$ cat src/rtl/tx_pkg.sv
// Shared types and helpers for the tx burst path.
// Holds the arbiter state enum, default burst sizing and the counter-width helper.
package tx_pkg;

  typedef enum logic {
    IDLE  = 1'b0,
    BURST = 1'b1
  } tx_state_e;

  localparam int TX_BURST_LEN = 7;
  localparam int TX_TIMEOUT   = 16;

  // Bits needed to index n items; never less than one bit.
  function automatic int tx_width(input int n);
    return (n <= 2) ? 1 : $clog2(n);
  endfunction

endpackage

$ cat src/rtl/rr_pick.sv
// Round-robin picker: first asserted request at or after ptr, wrapping modulo N.
// Purely combinational so any scheduler can register the result as it needs.
module rr_pick #(
  parameter int N  = 2,
  parameter int IW = 1
) (
  input  logic [N-1:0]  req,
  input  logic [IW-1:0] ptr,
  output logic [IW-1:0] winner,
  output logic          found
);

  logic [IW-1:0] idx;

  // Walk from the farthest candidate back to ptr so the closest hit is written last.
  always_comb begin
    winner = '0;
    found  = 1'b0;
    idx    = '0;
    for (int k = N - 1; k >= 0; k--) begin
      idx = IW'((int'(ptr) + k) % N);
      if (req[idx]) begin
        winner = idx;
        found  = 1'b1;
      end
    end
  end

endmodule

$ cat src/rtl/tx_burst_arbiter.sv
// Burst-granular round-robin arbiter sharing one valid/ready sink between NSRC sources.
// Beats pass through a one-entry output register; burst end/abort reported as pulses.
//   state | meaning
//   IDLE  | no grant; one-cycle arbitration scan from rr_ptr
//   BURST | grant_id owns the sink until BURST_LEN beats or an idle timeout
module tx_burst_arbiter
  import tx_pkg::*;
#(
  parameter int NSRC      = 2,
  parameter int DW        = 32,
  parameter int BURST_LEN = TX_BURST_LEN,
  parameter int TIMEOUT   = TX_TIMEOUT
) (
  input  logic                       clk,
  input  logic                       rst_n,
  input  logic [NSRC-1:0]            src_valid,
  input  logic [NSRC*DW-1:0]         src_data,
  output logic [NSRC-1:0]            src_ready,
  output logic                       m_valid,
  output logic [DW-1:0]              m_data,
  input  logic                       m_ready,
  output logic [tx_width(NSRC)-1:0]  m_src,
  output logic                       burst_done,
  output logic                       burst_abort
);

  localparam int SW = tx_width(NSRC);
  localparam int BW = tx_width(BURST_LEN + 1);
  localparam int TW = tx_width(TIMEOUT + 1);

  tx_state_e     state, state_nx;
  logic [SW-1:0] grant_id, grant_nx;
  logic [SW-1:0] rr_ptr, rr_nx;
  logic [BW-1:0] beat_cnt, beat_nx;
  logic [TW-1:0] idle_cnt, idle_nx;
  logic          done_nx, abort_nx;

  logic [SW-1:0] winner;
  logic          found;
  logic          space;
  logic          g_valid;
  logic [DW-1:0] g_data;
  logic          accept;

  rr_pick #(.N(NSRC), .IW(SW)) u_rr_pick (
    .req    (src_valid),
    .ptr    (rr_ptr),
    .winner (winner),
    .found  (found)
  );

  assign space  = ~m_valid | m_ready;
  assign accept = (state == BURST) & space & g_valid;

  // Constant-index lane select keeps unused lanes out of the datapath.
  always_comb begin
    g_valid   = 1'b0;
    g_data    = '0;
    src_ready = '0;
    for (int i = 0; i < NSRC; i++) begin
      if (grant_id == SW'(i)) begin
        g_valid      = src_valid[i];
        g_data       = src_data[i*DW +: DW];
        src_ready[i] = (state == BURST) & space;
      end
    end
  end

  always_comb begin
    state_nx = state;
    grant_nx = grant_id;
    rr_nx    = rr_ptr;
    beat_nx  = beat_cnt;
    idle_nx  = idle_cnt;
    done_nx  = 1'b0;
    abort_nx = 1'b0;
    case (state)
      IDLE: begin
        if (found) begin
          grant_nx = winner;
          rr_nx    = (winner == SW'(NSRC - 1)) ? '0 : winner + 1'b1;
          beat_nx  = '0;
          idle_nx  = '0;
          state_nx = BURST;
        end
      end
      BURST: begin
        if (accept) begin
          idle_nx = '0;
          if (beat_cnt == BW'(BURST_LEN - 1)) begin
            done_nx  = 1'b1;
            beat_nx  = '0;
            state_nx = IDLE;
          end else begin
            beat_nx = beat_cnt + 1'b1;
          end
        end else if (space) begin
          // Only a source gap with room downstream counts toward the timeout.
          if (idle_cnt == TW'(TIMEOUT - 1)) begin
            abort_nx = 1'b1;
            beat_nx  = '0;
            idle_nx  = '0;
            state_nx = IDLE;
          end else begin
            idle_nx = idle_cnt + 1'b1;
          end
        end
      end
      default: state_nx = IDLE;
    endcase
  end

  always_ff @(posedge clk or negedge rst_n) begin
    if (!rst_n) begin
      state       <= IDLE;
      grant_id    <= '0;
      rr_ptr      <= '0;
      beat_cnt    <= '0;
      idle_cnt    <= '0;
      burst_done  <= 1'b0;
      burst_abort <= 1'b0;
    end else begin
      state       <= state_nx;
      grant_id    <= grant_nx;
      rr_ptr      <= rr_nx;
      beat_cnt    <= beat_nx;
      idle_cnt    <= idle_nx;
      burst_done  <= done_nx;
      burst_abort <= abort_nx;
    end
  end

  always_ff @(posedge clk or negedge rst_n) begin
    if (!rst_n) begin
      m_valid <= 1'b0;
      m_data  <= '0;
      m_src   <= '0;
    end else if (accept) begin
      m_valid <= 1'b1;
      m_data  <= g_data;
      m_src   <= grant_id;
    end else if (m_ready) begin
      m_valid <= 1'b0;
    end
  end

endmodule

$ cat config.mk
export PLATFORM = sky130hd
export DESIGN_NAME = tx_burst_arbiter
export DESIGN_NICKNAME = d
export VERILOG_FILES = /design/src/rtl/tx_pkg.sv /design/src/rtl/rr_pick.sv /design/src/rtl/tx_burst_arbiter.sv
export SDC_FILE = /design/constraint.sdc
export NUM_CORES = 1
export LEC_CHECK = 0
export ABC_AREA = 1
export CORE_ASPECT_RATIO = 0.6
export CORE_MARGIN = 5
export CORE_UTILIZATION = 25
export CTS_CLUSTER_DIAMETER = 120
export DETAILED_ROUTE_END_ITERATION = 8
export PLACE_DENSITY_LB_ADDON = 0.3
export SLEW_MARGIN = 20
export SYNTH_ARGS = -nofsm -noshare
export SYNTH_HDL_FRONTEND = slang
export SYNTH_SLANG_ARGS = --single-unit
$ cat constraint.sdc
create_clock -name clk -period 1.4 [get_ports clk]
set_clock_uncertainty 0.15 [all_clocks]
set_input_delay 0.21 -clock clk [delete_from_list [all_inputs] [get_ports clk]]
set_output_delay 0.21 -clock clk [all_outputs]
set_load 0.005 [all_outputs]
==> flow_metrics.env <==
export IMPL_vias=2396
export IMPL_ff_to_ff_path_depth=7
export IMPL_worst_slew_margin_rel=0.820
export IMPL_antenna_cells=0
export IMPL_via_per_inst=4.57
export IMPL_setup_viol=45
export IMPL_row_count=27
export IMPL_hold_path_class="in2reg"
export IMPL_postSynthNetCount=342
export IMPL_maxcap_violations=0
export IMPL_met2RoutedLength_um=3590
export IMPL_synth_edf_count=0
export IMPL_ys_dominant_reg_cell="sky130_fd_sc_hd__dfrtp_1"
export IMPL_design_portCount=107
export IMPL_tightest_slew_ns=0.271
export IMPL_outcome="finished with violations"
export IMPL_timing_critical_path_required_ns=1.41
export IMPL_placedInstanceArea_sq_mm=0.00358
export IMPL_die_area_sq_mm=0.0113
export IMPL_floorplan_initialDensity=0.254
export IMPL_finalMaxSlewViolations=0
export IMPL_final_min_period_over_clock_period=1.10
export IMPL_drt_wl_total_um=8500
export IMPL_dp_cells=496
export IMPL_number_of_antenna_violations_at_the_first_check_in_global_routing=0
export IMPL_rsz0062_at_grt="true"
export IMPL_first_global_vias=2365
export IMPL_die_width_um=134
export IMPL_synthTopCellsByArea="sky130_fd_sc_hd__dfrtp_1 51%, sky130_fd_sc_hd__nor2_1 12%, sky130_fd_sc_hd__nand2_1 9.9%"
export IMPL_timing_critical_path_fanout_max=7
export IMPL_worst_endpoint_arrival_ns=1.55
export IMPL_fin_cells=524
export IMPL_final_setup_worst_slack_ns=-0.134
export IMPL_timing_critical_path_to_type="register"
export IMPL_global_route_usage_total=0.129
export IMPL_post_route_min_period_ns=1.53
export IMPL_yosys_cell_count_top_type="sky130_fd_sc_hd__nor2_1"
export IMPL_antenna_viol_nets_final=0
export IMPL_asyncSetResetFlopFracSynth=1.00
export IMPL_power_leakage_uw=0.00203
export IMPL_timing_hold_worst_path_depth=5
export IMPL_residual_drc_count=0
export IMPL_count_of_endpoints_failing_hold_in_the_final_timing_report=0
export IMPL_ctsRootBufferMaster="sky130_fd_sc_hd__clkbuf_16"
export IMPL_power_density_of_the_placed_cells_mw_per_mm2=2120
export IMPL_worst_setup_path_type="reg2reg"
export IMPL_cts_root_to_sink_buffers=2
export IMPL_height_of_the_chip_um=84.4
export IMPL_first_pass_iters=4
export IMPL_met3RoutedLength_um=558
export IMPL_met1Wirelength_um=4340
export IMPL_top_signal_layer_used="met4"
export IMPL_syn_mean_instance_area_sq_um=8.47
export IMPL_finalInstanceArea_sq_mm=0.00439
export IMPL_grt_pass1_wl_um=12100
export IMPL_pin_count_of_the_biggest_net_entering_global_routing=48
export IMPL_synthesis_area_sq_mm=0.00230
export IMPL_synth_seq_area_share=0.510
export IMPL_critical_path_startpoint_type="register"
export IMPL_synth_cell_types=23
export IMPL_synth_warning_count=0
export IMPL_grt_ovfl_total=0
export IMPL_post_dp_hpwl_um=5100
export IMPL_layout_area_overhead_vs_synth_pct=90.7
export IMPL_synthDominantCellAreaShare=0.510
export IMPL_drive_gt1_frac=0.294
export IMPL_htreeDepth=2
export IMPL_io_buffer_count=106
export IMPL_ir_drop_mv=0.807
export IMPL_violations="negative setup slack"
export IMPL_cts_inserted_buffers=5
export IMPL_tritoncts="built"
export IMPL_cts_sinks=47
export IMPL_ys_top_cells_by_count="76 x sky130_fd_sc_hd__nor2_1, 61 x sky130_fd_sc_hd__nand2_1, 47 x sky130_fd_sc_hd__dfrtp_1"
export IMPL_insertion_delay_ns=0.28
export IMPL_core_region_area_sq_mm=0.00909
export IMPL_cts_clk_slew_worst_paths_ns=0.07
export IMPL_synthesis_stage_register_bit_count=47
export IMPL_final_weighted_congestion_in_routability_driven_placement=0.838
export IMPL_synth_area_leader_cell="sky130_fd_sc_hd__dfrtp_1"
export IMPL_achievable_frequency_mhz=652
export IMPL_drt_first_iter_violations=88
export IMPL_syn_inst=272
export IMPL_post_drt_wl_per_cell_um=16.2
export IMPL_nets=478
cell families (layout without fill, tap and decap cells):
family	Yosys count	count (layout)	share of synthesized area
buf+inv	28	162	0.0646
compound gates	39	39	0.149
simple gates	157	159	0.270
flops	47	47	0.510
fa+ha+maj	1	1	0.00543
placed cells by master, fill, tap and decap left out, types with 2 or more instances in the layout:
cell type and n:
sky130_fd_sc_hd__o21ai_1 2, sky130_fd_sc_hd__dfrtp_1 46, sky130_fd_sc_hd__clkdlybuf4s50_1 66, sky130_fd_sc_hd__nand2_2 16
sky130_fd_sc_hd__nor2_1 73, sky130_fd_sc_hd__nand2_8 2, sky130_fd_sc_hd__inv_2 2, sky130_fd_sc_hd__nand4_1 3
sky130_fd_sc_hd__nand2_1 43, sky130_fd_sc_hd__buf_12 3, sky130_fd_sc_hd__nor2_2 3, sky130_fd_sc_hd__buf_4 19
sky130_fd_sc_hd__o31ai_2 17, sky130_fd_sc_hd__nand3_2 3, sky130_fd_sc_hd__inv_1 8, sky130_fd_sc_hd__clkbuf_16 11
sky130_fd_sc_hd__o31ai_4 15, sky130_fd_sc_hd__nand3_1 8, sky130_fd_sc_hd__nand2_4 6, sky130_fd_sc_hd__buf_16 2
sky130_fd_sc_hd__dlygate4sd2_1 35, sky130_fd_sc_hd__buf_6 6, sky130_fd_sc_hd__buf_2 2
report_power, final:
group	leakage (uW)	internal, uW	switching (uW)
sequential	0.000584	1980	426
combinational	0.00137	2830	2860
clock	0.0000727	699	512
state kept, by name, indices dropped and copies added (netlist names):
name	cells
burst_abort	1
beat_cnt	3
m_data	32
rr_ptr	1
idle_cnt	5
m_valid	1
state	1
m_src	1
grant_id	1
burst_done	1
repair_timing:
| item | 4_1_cts | 5_1_grt |
|---|---|---|
| pin swaps | 3 | 11 |
| hold buffers | 1 | 0 |
| setup buffers | 6 | 3 |
| setup endpoints to repair | 80 | 47 |
| resized for setup | 78 | 52 |
| gates cloned | 1 | 10 |
| hold endpoints to repair | 47 | 0 |
final timing paths:
check	end	startpoint	slack (ns)
setup / recovery	m_data[4]$_DFFE_PN0P_	m_valid$_DFFE_PN0P_	-0.13
hold / removal	m_valid$_DFFE_PN0P_	m_ready	0.19
setup reg to reg	m_data[4]$_DFFE_PN0P_	m_valid$_DFFE_PN0P_	-0.13
hold reg to reg	rr_ptr$_DFFE_PN0P_	rr_ptr$_DFFE_PN0P_	0.32
max in group asynchronous	grant_id$_DFFE_PN0P_	rst_n	0.54
min in group asynchronous	m_data[6]$_DFFE_PN0P_	rst_n	0.30
stage by stage:
step | worst slack [ns] | hold slack (ns) | utilization | setup TNS [ns] | power, uW
6_report | -0.134 | 0.185 | 0.484 | -4.53 | 9300
5_1_grt | -0.186 | 0.230 | 0.484 | -6.95 | 9930
4_1_cts | -0.122 | 0.322 | 0.430 | -3.03 | 7820
3_5_place_dp | -0.440 | 0.0815 | 0.394 | -17.67 | 6320
3_3_place_gp | -0.411 | 0.0685 | 0.394 | -16.24 | 6240
2_1_floorplan | -0.00345 | -0.236 | - | -0.0408 | 4420
worst max-delay path: stages, from the launching register on:
cell and delay, ns:
sky130_fd_sc_hd__dfrtp_1 0.41, sky130_fd_sc_hd__buf_6 0.13, sky130_fd_sc_hd__a21oi_4 0.14, sky130_fd_sc_hd__buf_12 0.15, sky130_fd_sc_hd__nand2_8 0.08, sky130_fd_sc_hd__clkbuf_16 0.19
sky130_fd_sc_hd__nand2_2 0.08, sky130_fd_sc_hd__o31ai_4 0.06
cell type report:
| type | instances | area, sq um |
|---|---|---|
| repair buffers | 143 | 1490 |
| multi-input cells | 199 | 1380 |
| flip-flops and latches | 47 | 1180 |
| fillers | 860 | 4690 |
| inverters | 12 | 52.6 |
| clock buffers | 6 | 139 |
| clock inverters | 1 | 5.00 |
| well taps | 116 | 145 |
metal layers:
layer  vias to the layer above  global-route usage
met5                         -                   0
met4                         0              0.0103
met3                         2              0.0437
met2                        78               0.197
met1                      1148               0.185
li1                       1168                   -
Power figures use the tool's default switching activity.
